$ cat src/rtl/solo_squash_input_conditioner_pkg.sv
// Shared constants for the solo_squash input front end: GPIO map and button channel indices.
package solo_squash_input_conditioner_pkg;

  // Caravel GPIO map used by the game (inputs 8..12, outputs 13..20)
  localparam int unsigned GpioExtResetN = 8;
  localparam int unsigned GpioPauseN    = 9;
  localparam int unsigned GpioNewGameN  = 10;
  localparam int unsigned GpioUpKeyN    = 11;
  localparam int unsigned GpioDownKeyN  = 12;
  localparam int unsigned GpioOutFirst  = 13;
  localparam int unsigned GpioOutLast   = 20;

  localparam int unsigned NumButtons = 5;

  typedef enum logic [2:0] {
    BtnExtReset,
    BtnPause,
    BtnNewGame,
    BtnUp,
    BtnDown
  } button_e;

  function automatic int unsigned cnt_width(input int unsigned n);
    return (n > 1) ? $clog2(n) : 1;
  endfunction

endpackage

$ cat src/rtl/solo_squash_debounce.sv
// Single-bit synchroniser plus debouncer for an active-low button.
// Emits the accepted (stable) level and a one-cycle strobe on each accepted press.
module solo_squash_debounce
  import solo_squash_input_conditioner_pkg::*;
#(
  parameter int unsigned SYNC_STAGES     = 2,
  parameter int unsigned DEBOUNCE_CYCLES = 65536
) (
  input  logic i_clk,
  input  logic i_reset_n,
  input  logic i_io_valid,
  input  logic i_raw_n,
  output logic o_stable_n,
  output logic o_press
);

  localparam int unsigned    CntW   = cnt_width(DEBOUNCE_CYCLES);
  localparam logic [CntW-1:0] CntMax = CntW'(DEBOUNCE_CYCLES - 1);

  logic [SYNC_STAGES-1:0] r_sync;
  logic [CntW-1:0]        r_cnt;
  logic                   r_stable_n;
  logic                   r_press;
  logic                   w_din;
  logic                   w_sync;
  logic                   w_differ;
  logic                   w_accept;

  always_comb begin
    w_din    = i_io_valid ? i_raw_n : 1'b1;
    w_sync   = r_sync[SYNC_STAGES-1];
    w_differ = (w_sync != r_stable_n);
    w_accept = w_differ && (r_cnt == CntMax);
  end

  always_ff @(posedge i_clk or negedge i_reset_n) begin
    if (!i_reset_n) begin
      r_sync <= '1;
    end else begin
      r_sync <= {r_sync[SYNC_STAGES-2:0], w_din};
    end
  end

  // Dropping io_valid forces the released level at once so no events are generated by it
  always_ff @(posedge i_clk or negedge i_reset_n) begin
    if (!i_reset_n) begin
      r_stable_n <= 1'b1;
      r_cnt      <= '0;
      r_press    <= 1'b0;
    end else if (!i_io_valid) begin
      r_stable_n <= 1'b1;
      r_cnt      <= '0;
      r_press    <= 1'b0;
    end else begin
      r_press <= w_accept && !w_sync;
      if (!w_differ) begin
        r_cnt <= '0;
      end else if (w_accept) begin
        r_stable_n <= w_sync;
        r_cnt      <= '0;
      end else begin
        r_cnt <= r_cnt + CntW'(1);
      end
    end
  end

  assign o_stable_n = r_stable_n;
  assign o_press    = r_press;

endmodule

$ cat src/rtl/solo_squash_input_conditioner.sv
// Conditions the raw active-low game buttons into clean active-high controls:
// held up/down levels, new-game pulse, pause toggle and a stretched game reset.
module solo_squash_input_conditioner
  import solo_squash_input_conditioner_pkg::*;
#(
  parameter int unsigned SYNC_STAGES     = 2,
  parameter int unsigned DEBOUNCE_CYCLES = 65536,
  parameter int unsigned RESET_HOLD      = 16
) (
  input  logic i_clk,
  input  logic i_reset_n,
  input  logic i_io_valid,
  input  logic i_ext_reset_n_raw,
  input  logic i_pause_n_raw,
  input  logic i_new_game_n_raw,
  input  logic i_up_key_n_raw,
  input  logic i_down_key_n_raw,
  output logic o_up,
  output logic o_down,
  output logic o_paused,
  output logic o_new_game,
  output logic o_game_reset
);

  localparam int unsigned HoldW = $clog2(RESET_HOLD + 1);

  logic [NumButtons-1:0] w_raw_n;
  logic [NumButtons-1:0] w_stable_n;
  logic [NumButtons-1:0] w_press;
  logic                  w_up_held;
  logic                  w_down_held;
  logic                  w_reset_src;

  logic             r_up;
  logic             r_down;
  logic             r_paused;
  logic             r_new_game;
  logic             r_game_reset;
  logic [HoldW-1:0] r_hold;

  assign w_raw_n = {i_down_key_n_raw, i_up_key_n_raw, i_new_game_n_raw, i_pause_n_raw,
                    i_ext_reset_n_raw};

  for (genvar g = 0; g < NumButtons; g++) begin : g_btn
    solo_squash_debounce #(
      .SYNC_STAGES    (SYNC_STAGES),
      .DEBOUNCE_CYCLES(DEBOUNCE_CYCLES)
    ) u_debounce (
      .i_clk     (i_clk),
      .i_reset_n (i_reset_n),
      .i_io_valid(i_io_valid),
      .i_raw_n   (w_raw_n[g]),
      .o_stable_n(w_stable_n[g]),
      .o_press   (w_press[g])
    );
  end

  always_comb begin
    w_up_held   = !w_stable_n[BtnUp];
    w_down_held = !w_stable_n[BtnDown];
    w_reset_src = !i_io_valid || !w_stable_n[BtnExtReset];
  end

  // Opposing keys cancel; io_valid gating drops held levels the same cycle game_reset rises
  always_ff @(posedge i_clk or negedge i_reset_n) begin
    if (!i_reset_n) begin
      r_up       <= 1'b0;
      r_down     <= 1'b0;
      r_new_game <= 1'b0;
      r_paused   <= 1'b0;
    end else begin
      r_up       <= i_io_valid && w_up_held && !w_down_held;
      r_down     <= i_io_valid && w_down_held && !w_up_held;
      r_new_game <= i_io_valid && w_press[BtnNewGame];
      r_paused   <= r_game_reset ? 1'b0 : (r_paused ^ w_press[BtnPause]);
    end
  end

  // Countdown reaches 0 after RESET_HOLD released cycles; game_reset drops on the next edge
  always_ff @(posedge i_clk or negedge i_reset_n) begin
    if (!i_reset_n) begin
      r_game_reset <= 1'b1;
      r_hold       <= HoldW'(RESET_HOLD);
    end else if (w_reset_src) begin
      r_game_reset <= 1'b1;
      r_hold       <= HoldW'(RESET_HOLD);
    end else if (r_hold != '0) begin
      r_game_reset <= 1'b1;
      r_hold       <= r_hold - HoldW'(1);
    end else begin
      r_game_reset <= 1'b0;
    end
  end

  assign o_up         = r_up;
  assign o_down       = r_down;
  assign o_paused     = r_paused;
  assign o_new_game   = r_new_game;
  assign o_game_reset = r_game_reset;

endmodule

$ cat config.mk
export PLATFORM = sky130hd
export DESIGN_NAME = solo_squash_input_conditioner
export DESIGN_NICKNAME = d
export VERILOG_FILES = /design/src/rtl/solo_squash_input_conditioner_pkg.sv /design/src/rtl/solo_squash_debounce.sv /design/src/rtl/solo_squash_input_conditioner.sv
export SDC_FILE = /design/constraint.sdc
export NUM_CORES = 1
export LEC_CHECK = 0
export ABC_AREA = 1
export CORE_ASPECT_RATIO = 1.75
export CORE_MARGIN = 2
export CORE_UTILIZATION = 45
export DETAILED_ROUTE_END_ITERATION = 12
export DONT_BUFFER_PORTS = 1
export SETUP_SLACK_MARGIN = 0.4
export SLEW_MARGIN = 5
export SYNTH_ARGS = -nofsm -noshare
export SYNTH_HDL_FRONTEND = slang
export SYNTH_SLANG_ARGS = --single-unit
export TNS_END_PERCENT = 100
$ cat constraint.sdc
create_clock -name i_clk -period 2.4 [get_ports i_clk]
set_input_delay 0.24 -clock i_clk [delete_from_list [all_inputs] [get_ports i_clk]]
set_output_delay 0.24 -clock i_clk [all_outputs]
set_load 0.01 [all_outputs]
; ---- Word level (Yosys, flattened, before mapping)
; Index checks and enable logic that the tools add are counted.
[word_totals]
regBits = 107
latch_bits = 0
ram_bits = 0
mem_bits_ro = 0
input_bits = 8
output_inout_bits = 5
word_cells = 118
n_memories = 0
[classes]
addsub = 6
mul = 0
div = 0
n_lt_le_gt_ge = 0
eq_ne = 20
n_shift = 0
mux = 42
bitwise_logic = 1
reduce_logical = 26
[ops]
columns = op, count
row1 = 16-bit two-way mux, 15
row2 = 16-bit by 1-bit adder with 16-bit output (second input constant), 5
row3 = 16-bit == test (second input constant), 5
row4 = 1-bit two-way mux, 25
row5 = 2-bit by 1-bit inequality test with 1-bit output (second input constant), 10
row6 = 1-bit logical AND, 12
row7 = 5-bit two-way mux, 2
row8 = 2-bit AND reduction, 5
row9 = 1-bit zero test, 6
row10 = 1-bit inequality test, 5
row11 = 5-bit nonzero test, 1
row12 = 5-bit by 1-bit subtractor with 5-bit output (second input constant), 1
row13 = 2-bit nonzero test, 1
row14 = 1-bit logical OR, 1
row15 = 1-bit bitwise XOR, 1

; ---- Logic depth before layout (Yosys ltp)
; Gate-level depths: netlist (run 1).
[depth]
ltp_word = 5
mapped_depth = 9
mapped_depth_nobuf = 9

; ---- By module
; Synthesis (run 1) repeated with hierarchy kept, for this count alone.
[unflattened]
cells_unflattened = 735
hier_area_um2 = 5969.5
[modules_own_cells]
columns = mod, instances, cells_per_inst, area_each_um2, seq_area_each_um2
row1 = solo_squash_debounce, 5, 138, 1107.3, 504.2
row2 = solo_squash_input_conditioner, 1, 45, 432.9, 252.7

; ---- Worst setup path before layout (run 1)
; Ideal clock, no wire load.
[synth_timing]
path_kind = register to register
startpoint = register g_btn[2].u_debounce.r_cnt[0]
endpoint = register g_btn[2].u_debounce.r_cnt[3]
setup_time_ns = 0.071
t_arrival_ns = 1.312
required_ns = 2.329
path_slack_ns = 1.016
stages_incl_launch_ff = 10
path_buffers = 1
synth_period_minus_slack_ns = 1.384
path_cell_list = dfrtp_1 -> ha_1 -> nand3_1 -> inv_1 -> nand2_2 -> inv_1 -> nand2_1 -> nand3_2 -> buf_4 -> nor2_1
[synth_between]
elab_chain_cells = 5
elab_cells_between_ends = 6
cone_classes = add/sub (1) / eq/ne (1) / mux (3) / reduce/logical (1)
[synth_lines]
columns = item, line_no
row1 = "start, declared", solo_squash_debounce.sv:21  ; logic [CntW-1:0] r_cnt;
row2 = "start signal, assigned", solo_squash_debounce.sv:62  ; r_cnt <= r_cnt + CntW'(1);
row3 = branches (longest 2 deep; another with 16-bit by 1-bit adder with 16-bit output), -
row4 = 16-bit two-way mux (*), solo_squash_debounce.sv:58  ; end else if (w_accept) begin
row5 = 16-bit two-way mux (*), solo_squash_debounce.sv:56  ; if (!w_differ) begin
row6 = 16-bit two-way mux (*), solo_squash_debounce.sv:50  ; end else if (!i_io_valid) begin
; Mark *: on every way between the ends.
; A chain may end at the register's enable or synchronous reset.

; ---- Worst setup path in the final report (run 1)
[layout_timing]
startpoint = register g_btn[1].u_debounce.r_cnt[0]
endpoint = register g_btn[1].u_debounce.r_cnt[9]
[layout_between]
elab_chain_cells = 5
elab_cells_between_ends = 6
cone_classes = add/sub (1) / eq/ne (1) / mux (3) / reduce/logical (1)
[layout_lines]
columns = item, line_no
row1 = "start, declared", solo_squash_debounce.sv:21
row2 = "start signal, assigned", solo_squash_debounce.sv:62
row3 = branches (longest 2 deep; another with 16-bit by 1-bit adder with 16-bit output), -
row4 = 16-bit two-way mux (*), solo_squash_debounce.sv:58
row5 = 16-bit two-way mux (*), solo_squash_debounce.sv:56
row6 = 16-bit two-way mux (*), solo_squash_debounce.sv:50
; Marks and branches as above.

==> metrics.sh, run 1 <==
OUTCOME='finished with violations'
FAILED_CHECKS='negative hold slack'
SETUP_TOTAL_NEGATIVE_SLACK_NS=0
SYNTHFLOPTYPE='dfrtp_1'
CRITICAL-PATH-MAX-STAGE-DELAY_NS=0.40
DIE_HEIGHT_UM=148.6
P_PER_AREA_nW_PER_UM2=611.1
HOLD_PATH.CLASS='input port to asynchronous set/reset pin'
CP_DATA_REQUIRED_TIME_NS=2.67
NETLIST-CELL-TYPE-COUNT=27
WORST-PATH-MAX-FANOUT=14
ACHIEVABLE-FREQUENCY_MHz=641.7
DESIGN_POWER_TOTAL_mW=3.552
SYN-MEAN-INSTANCE-AREA_UM2=8.306
IO-PIN-COUNT=13
FIN_SKEW_NS=0.008654
WORST_R2R_ENDPOINT='g_btn[1].u_debounce.r_cnt[9]$_DFF_PN0_'
CRIT_PATH_TOP_DELAY_CELL='dfrtp_1'
FINAL_WIRELENGTH_UM=10190
NUMBER_OF_FLOPS_MAPPED_TO_ENABLE_CELLS_BY_YOSYS=0
CTS_SINKS=107
INITIAL_ANTENNA_VIOLATION_COUNT=0
DRT_FIRST_ITER_VIOLATIONS=190
DETAILEDPLACE.WORSTSLACK_NS=0.8228
FINAL_NET_COUNT=670
SETUP.WORST_PATH.START_CLASS='register'
STATIC-LEAKAGE-POWER_nW=2.515
SYNTH_COMPOUND_AREA_FRAC=0.03120
MOSTFREQUENTLAYOUTCELLS='nor2_1, nand2_1, dfrtp_1, inv_1, nand3_1'
NUM_ANTENNA_CELLS=0
NUM-FILL-CELLS=1105
MOSTFREQUENTLAYOUTCELL='nor2_1'
TIMING.REG2REG.SETUP_SLACK_NS=0.84
NUMBER_OF_DETAILED_ROUTE_ITERATIONS_IN_THE_FIRST_PASS=4
VIAS_PER_CELL=5.059
YOSYS_WARNINGS=0
CTS_TREE='yes'
WORSTSETUPENDPOINTTYPE='register'
REG2REG_FROM='g_btn[1].u_debounce.r_cnt[0]$_DFF_PN0_'
RSZ0062_AT_GRT='false'
TIMING.MAX_CAP.VIOLATIONS=0
FINALNONFILLERCELLS=796
NET_COUNT_OF_THE_MAPPED_NETLIST=661
WL_PER_CELL_UM=12.80
DRTANTENNAVIOLNETS=0
PLACED_CELLS_INCL_TAPS=774
LARGEST_NET_DEGREE_AT_THE_START_OF_GLOBAL_ROUTING=108
PLACEMENT_CELL_AREA_UM2=5470
SLEW_VIOL_FINAL=0
AREA_DELTA_SYNTH_FINAL_PCT=8.149
PLACEMENT_ROWS=52
CORE_UM2=11580
TIMING.REG2REG.WORST_PATH_DEPTH=8
WEIGHTED_CONGESTION_REPORTED_AT_THE_END_OF_ROUTABILITY_DRIVEN_PLACEMENT=0.8039
HOLD_SLACK_NS=-0.4189
FINAL_CORE_UTIL=0.5018
SYNTH.AREA.MUX_SHARE=0
SYN_INST=647
WORSTSETUPPATHTYPE='register to register'
CLK_ROOT_BUFFER_CELL='clkbuf_16'
SLEW_HEADROOM=0.6572
ARRIVAL_NS=1.83
GRT_PASS1_WL_UM=18150
FINAL_DESIGN_AREA_NO_FILL_UM2=5812
FINAL_LAYOUT_SIZE_SUFFIX_GT1_FRAC=0.09985
GRT-OVFL-TOTAL=0
FINAL-HOLD-VIOLATION-COUNT=107
ASYNC_RESET_FF_FRAC=1.000
HPWLAFTERDP_UM=7276
SYNTH-ADDER-AREA-SHARE=0.01397
WORST_SETUP_HOLD_PATH_CLK_SLEW_NS=0.07
INITIAL_UTIL=0.4640
MULTI_INPUT_AREA_UM2=2347
SYNTH.FF_LATCH_COUNT=107
WORSTMARGINPINSLEW_NS=0.5136
POST_CTS_RESIZED=0
CP_CELL_SEQUENCE='ha_1, nand3_1, inv_1, nand2_1, inv_1, nand2_1, nand3_2, nor2_1'
SYNTH_AREA_UM2=5374
SYNTH_SIMPLE_GATE_AREA_FRAC=0.3215
SEQ_TOTAL_AREA_YOSYS=0.5022
FP.DIEAREA_UM2=12870
SEQUENTIAL_CELL_AREA_UM2=2699
VIA_COUNT_OF_THE_FIRST_GLOBAL_ROUTING_PASS=4238
CTS_MADE_BUFFERS=9
WORST_IR_DROP_VDD_uV=371.3
FINAL.MIN_CLOCK_PERIOD_NS=1.558
NUMBER_OF_H_TREE_LEVELS=3
POST-ROUTE-PERIOD-UTIL=0.6493
DIE_WIDTH_UM=86.61
SETUP_WS_NS=0.8416
FINAL_ROUTED_DRC_VIOLATION_TOTAL=0
NUMPORTBUFFERS=0
DR_TOTAL_VIAS=4027
COMBINATIONAL_FAMILY_WITH_THE_MOST_AREA_AFTER_SYNTHESIS='simple AND/OR/NAND/NOR gates'
GLOBAL_ROUTE.USAGE.TOTAL=0.1768
SYNTH-XOR-AREA-SHARE=0.07008
SETUP_VIOLATIONS=0
INSERTION_DELAY_OF_THE_LATER_CLOCKED_PIN_IN_THE_WORST_SKEW_PAIR_NS=0.35
CTS_BUFFER_DEPTH=2
cells by family (layout without fill, tap and decap cells):
group,Yosys count,count (layout)
compound gates,28,28
simple gates,387,387
fa+ha+maj,6,6
xor+xnor,43,43
flops,107,107
buf+inv,76,90
repair_timing:
action                                  in CTS  in global routing
hold buffers                                 5                  1
endpoints found under the setup margin       0                  0
buffers inserted                             0                  0
hold endpoints to repair                   115                108
worst max-delay path by stage:
stage | start | endpoint | slack (ns) | cells after the start
4_1_cts | g_btn[1].u_debounce.r_cnt[0]$_DFF_PN0_ | g_btn[1].u_debounce.r_cnt[6]$_DFF_PN0_ | 0.82 | 8
3_5_place_dp | g_btn[1].u_debounce.r_cnt[0]$_DFF_PN0_ | g_btn[1].u_debounce.r_cnt[15]$_DFF_PN0_ | 0.82 | 8
2_1_floorplan | g_btn[2].u_debounce.r_cnt[0]$_DFF_PN0_ | g_btn[2].u_debounce.r_cnt[3]$_DFF_PN0_ | 1.02 | 9
3_3_place_gp | g_btn[2].u_debounce.r_cnt[0]$_DFF_PN0_ | g_btn[2].u_debounce.r_cnt[15]$_DFF_PN0_ | 0.88 | 8
5_1_grt | g_btn[2].u_debounce.r_cnt[0]$_DFF_PN0_ | g_btn[2].u_debounce.r_cnt[3]$_DFF_PN0_ | 0.62 | 8
6_report | g_btn[1].u_debounce.r_cnt[0]$_DFF_PN0_ | g_btn[1].u_debounce.r_cnt[9]$_DFF_PN0_ | 0.84 | 8
critical path: cells and delay by family, from the launching register on:
family / cells / cell delay (ns)
fa+ha+maj: 1 / 0.23
flops: 1 / 0.40
buf+inv: 2 / 0.13
simple gates: 5 / 0.72
cell type report:
| type | count | area share |
|---|---|---|
| clock inverters | 2 | 0.006459 |
| clock buffers | 14 | 0.04198 |
| inverters | 68 | 0.04392 |
| multi-input cells | 464 | 0.4039 |
| repair buffers | 6 | 0.01033 |
| flip-flops and latches | 107 | 0.4644 |
| well taps | 135 | 0.02906 |
power breakdown:
group	total (mW)	internal [mW]	switching [mW]
clock network	1.43	0.812	0.620
registers	1.91	1.87	0.0315
logic	0.215	0.0883	0.126
metal layers:
metal  routed length, µm  GRT usage  part of all wire  vias to the layer above
li1                    -          -                 -                     2042
met1                4157     0.1907              0.41                     1916
met2                5508     0.3258              0.54                       48
met3                 217    0.03052             0.021                       21
met4                 306    0.08359             0.030                        0
met5                   0          0                 0                        -
state kept, by name (all words and copies together), names as in the netlist, 2 cells and up:
signal	count
g_btn.u_debounce.o_press	2
g_btn.u_debounce.o_stable_n	5
g_btn.u_debounce.r_cnt	80
g_btn.u_debounce.r_sync	10
r_hold	5
synthesized netlist by cell type (2+ instances only):
| library cell | count | share of area |
|---|---|---|
| nand2_2 | 8 | 0.0093 |
| buf_6 | 2 | 0.0042 |
| or2_2 | 7 | 0.0081 |
| nand3_1 | 55 | 0.051 |
| nand4_1 | 20 | 0.023 |
| clkbuf_1 | 2 | 0.0014 |
| nand2_4 | 2 | 0.0042 |
| buf_4 | 3 | 0.0042 |
| a21oi_1 | 7 | 0.0065 |
| nand3b_1 | 4 | 0.0056 |
| dfstp_2 | 17 | 0.083 |
| inv_1 | 68 | 0.047 |
| xnor2_1 | 19 | 0.031 |
| ha_1 | 6 | 0.014 |
| o21bai_1 | 10 | 0.014 |
| dfrtp_1 | 90 | 0.42 |
| nor2_2 | 15 | 0.017 |
| nand2_1 | 131 | 0.092 |
| o21ai_0 | 10 | 0.0093 |
| nor2_4 | 3 | 0.0063 |
| xor2_1 | 24 | 0.039 |
| nor4_1 | 3 | 0.0035 |
| nor2_1 | 135 | 0.094 |
| nand3_2 | 3 | 0.0056 |
Power figures use the tool's default switching activity.
==> inputs of run 2 (changes only) <==
==> constraint.sdc (replaced) <==
create_clock -name i_clk -period 1.4 [get_ports i_clk]
set_input_delay 0.14 -clock i_clk [delete_from_list [all_inputs] [get_ports i_clk]]
set_output_delay 0.14 -clock i_clk [all_outputs]
set_load 0.01 [all_outputs]
==> run 2 against run 1 <==
  * The run ends with negative hold slack, negative setup slack left
  * Combinational power rose to 4.1 times the previous value
  * Clock skew rose by 0.00075 ns
  * Critical path depth rose by 1
  * Sequential cell count stayed put
==> metrics.sh, run 2 (synthesis gave the netlist of run 1 again) <==
WORST_PATH_MOST_REPEATED_CELL='inv_2'
ARRIVAL_NS=1.64  # -0.19 ns
LARGEST_REGISTER_FFS=80  # unchanged
DR.MAX_LAYER_USED='met4'
FINAL_NET_COUNT=743  # +11%
SWITCHING_SHARE=0.2342  # +0.01533
FP.DIEAREA_UM2=12870  # unchanged
AREA_DELTA_SYNTH_FINAL_PCT=39.00
NUMPORTBUFFERS=0  # unchanged
HOLD_PATH.CLASS='input port to asynchronous set/reset pin'
FINAL_CORE_UTIL=0.6450  # +0.1432
POST-ROUTE-PERIOD-UTIL=1.003  # +0.3535
COMBINATIONAL_SHARE_OF_POWER=0.129  # +0.069
MOSTFREQUENTLAYOUTCELLS='nand2_1, dfrtp_1, nor2_1, inv_1, nor2_4'
OUTCOME='finished with violations'
FAILED_CHECKS='negative hold slack, negative setup slack'
WORSTMARGINPINSLEW_NS=0.5980  # +0.08446 ns
DETAILEDPLACE.WORSTSLACK_NS=-0.01272  # -0.8355 ns
SETUP.WORST_PATH.START_CLASS='register'
GLOBAL_ROUTE.USAGE.TOTAL=0.1958  # +0.01901
DIE_HEIGHT_UM=148.6  # unchanged
GRT-OVFL-TOTAL=0  # unchanged
NUMBER_OF_DETAILED_ROUTE_ITERATIONS_IN_THE_FIRST_PASS=4  # unchanged
ACHIEVABLE-FREQUENCY_MHz=712.3  # +11%
FINAL_LAYOUT_SIZE_SUFFIX_GT1_FRAC=0.4046  # +0.3048
SETUP_TOTAL_NEGATIVE_SLACK_NS=-0.005053  # -0.005053 ns
DIE_WIDTH_UM=86.61  # unchanged
RSZ0062_AT_GRT='true'
INSERTION_DELAY_OF_THE_LATER_CLOCKED_PIN_IN_THE_WORST_SKEW_PAIR_NS=0.35  # about the same
MULTI_INPUT_AREA_UM2=3288  # +40%
INITIAL_UTIL=0.4640  # unchanged
INT_POWER_mW=5.298  # +91%
FINAL_WIRELENGTH_UM=12690  # +25%
CORE_UM2=11580  # unchanged
WL_MET2_UM=7306  # +33%
HOLD_SLACK_NS=-0.5170  # -0.09813 ns
WL_MET3_UM=260  # +20%
GRT_PASS1_WL_UM=20130  # +11%
VIAS_PER_CELL=5.189  # +2.6%
INITIAL_ANTENNA_VIOLATION_COUNT=0  # unchanged
IO-PIN-COUNT=13  # unchanged
FINAL-HOLD-VIOLATION-COUNT=120  # +12%
DRT_FIRST_ITER_VIOLATIONS=193  # +1.6%
CRITICAL-PATH-MAX-STAGE-DELAY_NS=0.36  # -0.04 ns
POWER.SHARE.SEQUENTIAL=0.475  # -0.062
CP_CELL_SEQUENCE='ha_2, nand3_2, inv_2, nand2_4, inv_2, nand2_2, nand3_4, buf_12, nor2_4'
CP.BUFFERS_INVERTERS=3  # +1
HPWLAFTERDP_UM=7612  # +4.6%
TIMING.REG2REG.SETUP_SLACK_NS=-0.004  # -0.85 ns
FINAL_ROUTED_DRC_VIOLATION_TOTAL=0  # unchanged
CTS_MADE_BUFFERS=9  # unchanged
P_PER_AREA_nW_PER_UM2=926.1  # +52%
WORSTSETUPENDPOINTTYPE='register'
SEQUENTIAL_CELL_AREA_UM2=2704  # +0.19%
FINAL.MIN_CLOCK_PERIOD_NS=1.404  # -0.1544 ns
HOLDBUFCOUNTCTS=5  # unchanged
CTS_TREE='yes'
TIMING.MAX_CAP.VIOLATIONS=0  # unchanged
FIN_SKEW_NS=0.009402  # +0.0007486 ns
DRTANTENNAVIOLNETS=0  # unchanged
WORSTSETUPPATHTYPE='register to register'
TOP_REGISTER='g_btn.u_debounce.r_cnt'
MOSTFREQUENTLAYOUTCELL='nand2_1'
STATIC-LEAKAGE-POWER_nW=3.095  # +23%
SLEW_VIOL_FINAL=0  # unchanged
VIA_COUNT_OF_THE_FIRST_GLOBAL_ROUTING_PASS=4551  # +7.4%
WORST_IR_DROP_VDD_uV=647.6  # +74%
DR_TOTAL_VIAS=4509  # +12%
CRIT_PATH_TOP_DELAY_CELL='dfrtp_1'
CLK_ROOT_BUFFER_CELL='clkbuf_16'
WL_PER_CELL_UM=14.61  # +14%
WORST_SETUP_HOLD_PATH_CLK_SLEW_NS=0.07  # about the same
LARGEST_NET_DEGREE_AT_THE_START_OF_GLOBAL_ROUTING=108  # unchanged
DESIGN_POWER_TOTAL_mW=6.918  # +95%
WEIGHTED_CONGESTION_REPORTED_AT_THE_END_OF_ROUTABILITY_DRIVEN_PLACEMENT=0.8395  # +4.4%
CTS_SINKS=107  # unchanged
CLKPWRFRAC=0.396  # -0.007
WORST-PATH-MAX-FANOUT=7  # -7
SETUP_VIOLATIONS=3  # +3
TIMING.CRITICAL_PATH.MAX_DELAY_FAMILY='simple AND/OR/NAND/NOR gates'
SLEW_HEADROOM=0.6009  # -0.05637
NETSWITCHINGPOWER_mW=1.620  # +110%
BIGGESTREGSBYFLOPS='g_btn.u_debounce.r_cnt (80), g_btn.u_debounce.r_sync (10)'
CP_DATA_REQUIRED_TIME_NS=1.63  # -1.04 ns
SETUP_WS_NS=-0.003996  # -0.8456 ns
MET1_WIRE_LENGTH_UM=4732  # +14%
NUM_ANTENNA_CELLS=0  # unchanged
NUM-FILL-CELLS=926  # -16%
PLACEMENT_ROWS=52  # unchanged
CTS_BUFFER_DEPTH=2  # unchanged
NUMBER_OF_H_TREE_LEVELS=3  # unchanged
==> run 2: cell types whose count changed in the layout (fill, tap and decap cells not counted), sizes merged <==
| cell | change |
|---|---|
| dlygate4sd3 | -1 |
| nand2 | +3 |
| bufinv | +1 |
| clkinv | +1 |
| buf | +70 |
| inv | +1 |
| clkbuf | -1 |
| clkinvlp | -1 |
==> run 2: layout make-up <==
| type | instances | share of cell area |
|---|---|---|
| multi-input cells | 467 | 0.4402 |
| flip-flops and latches | 107 | 0.3620 |
| repair buffers | 76 | 0.09816 |
| inverters | 68 | 0.03417 |
| clock buffers | 12 | 0.03300 |
| well taps | 135 | 0.02261 |
| clock inverters | 4 | 0.009883 |
==> run 2: per-layer routing <==
metal | global-route usage | up-vias
met5 | 0 | -
met3 | 0.02997 | 32
met2 | 0.3535 | 59
met1 | 0.2190 | 2216
li1 | - | 2202
met4 | 0.09609 | 0
==> run 2: worst paths after layout <==
check / startpoint / to / cells past startpoint
min in group i_clk: i_io_valid / g_btn[0].u_debounce.o_stable_n$_DFFE_PN1P_ / 1
worst min-delay path: i_reset_n / g_btn[0].u_debounce.r_cnt[5]$_DFF_PN0_ / 0
worst max register to register: g_btn[1].u_debounce.r_cnt[1]$_DFF_PN0_ / g_btn[1].u_debounce.r_cnt[7]$_DFF_PN0_ / 9
worst min register to register: g_btn[0].u_debounce.r_sync[0]$_DFF_PN1_ / g_btn[0].u_debounce.r_sync[1]$_DFF_PN1_ / 0
max in group asynchronous: i_reset_n / g_btn[2].u_debounce.o_stable_n$_DFFE_PN1P_ / 0
worst max-delay path: g_btn[1].u_debounce.r_cnt[1]$_DFF_PN0_ / g_btn[1].u_debounce.r_cnt[7]$_DFF_PN0_ / 9
==> run 2: worst reg2reg max path, delay by kind of cell (launching register included) <==
family,cells,cell delay (ns)
simple gates,5,0.40
flops,1,0.36
buf+inv,3,0.33
fa+ha+maj,1,0.22
==> run 2: timing repair <==
action,4_1_cts,5_1_grt
pin swaps,29,35
gates resized for setup,97,126
buffers inserted,17,24
endpoints found under the hold margin,124,119
gates cloned,2,3
setup endpoints to repair,93,94
==> run 2: per-stage QoR <==
| step | area, µm² | std cells |
|---|---|---|
| final | 7470 | 869 |
| after global routing | 7470 | 869 |
| after CTS | 6749 | 842 |
| after detailed placement | 5824 | 802 |
| after global placement | 5824 | 802 |
| after floorplan | 5500 | 647 |
==> run 2: power groups by stage <==
stage | registers (mW) | clock network [mW] | logic, mW
5_1_grt | 3.29 | 2.95 | 0.964
2_1_floorplan | 3.31 | 0 | 0.335
4_1_cts | 3.27 | 2.81 | 0.661
3_3_place_gp | 3.32 | 0 | 0.414
3_5_place_dp | 3.33 | 0 | 0.435
6_report | 3.28 | 2.74 | 0.892
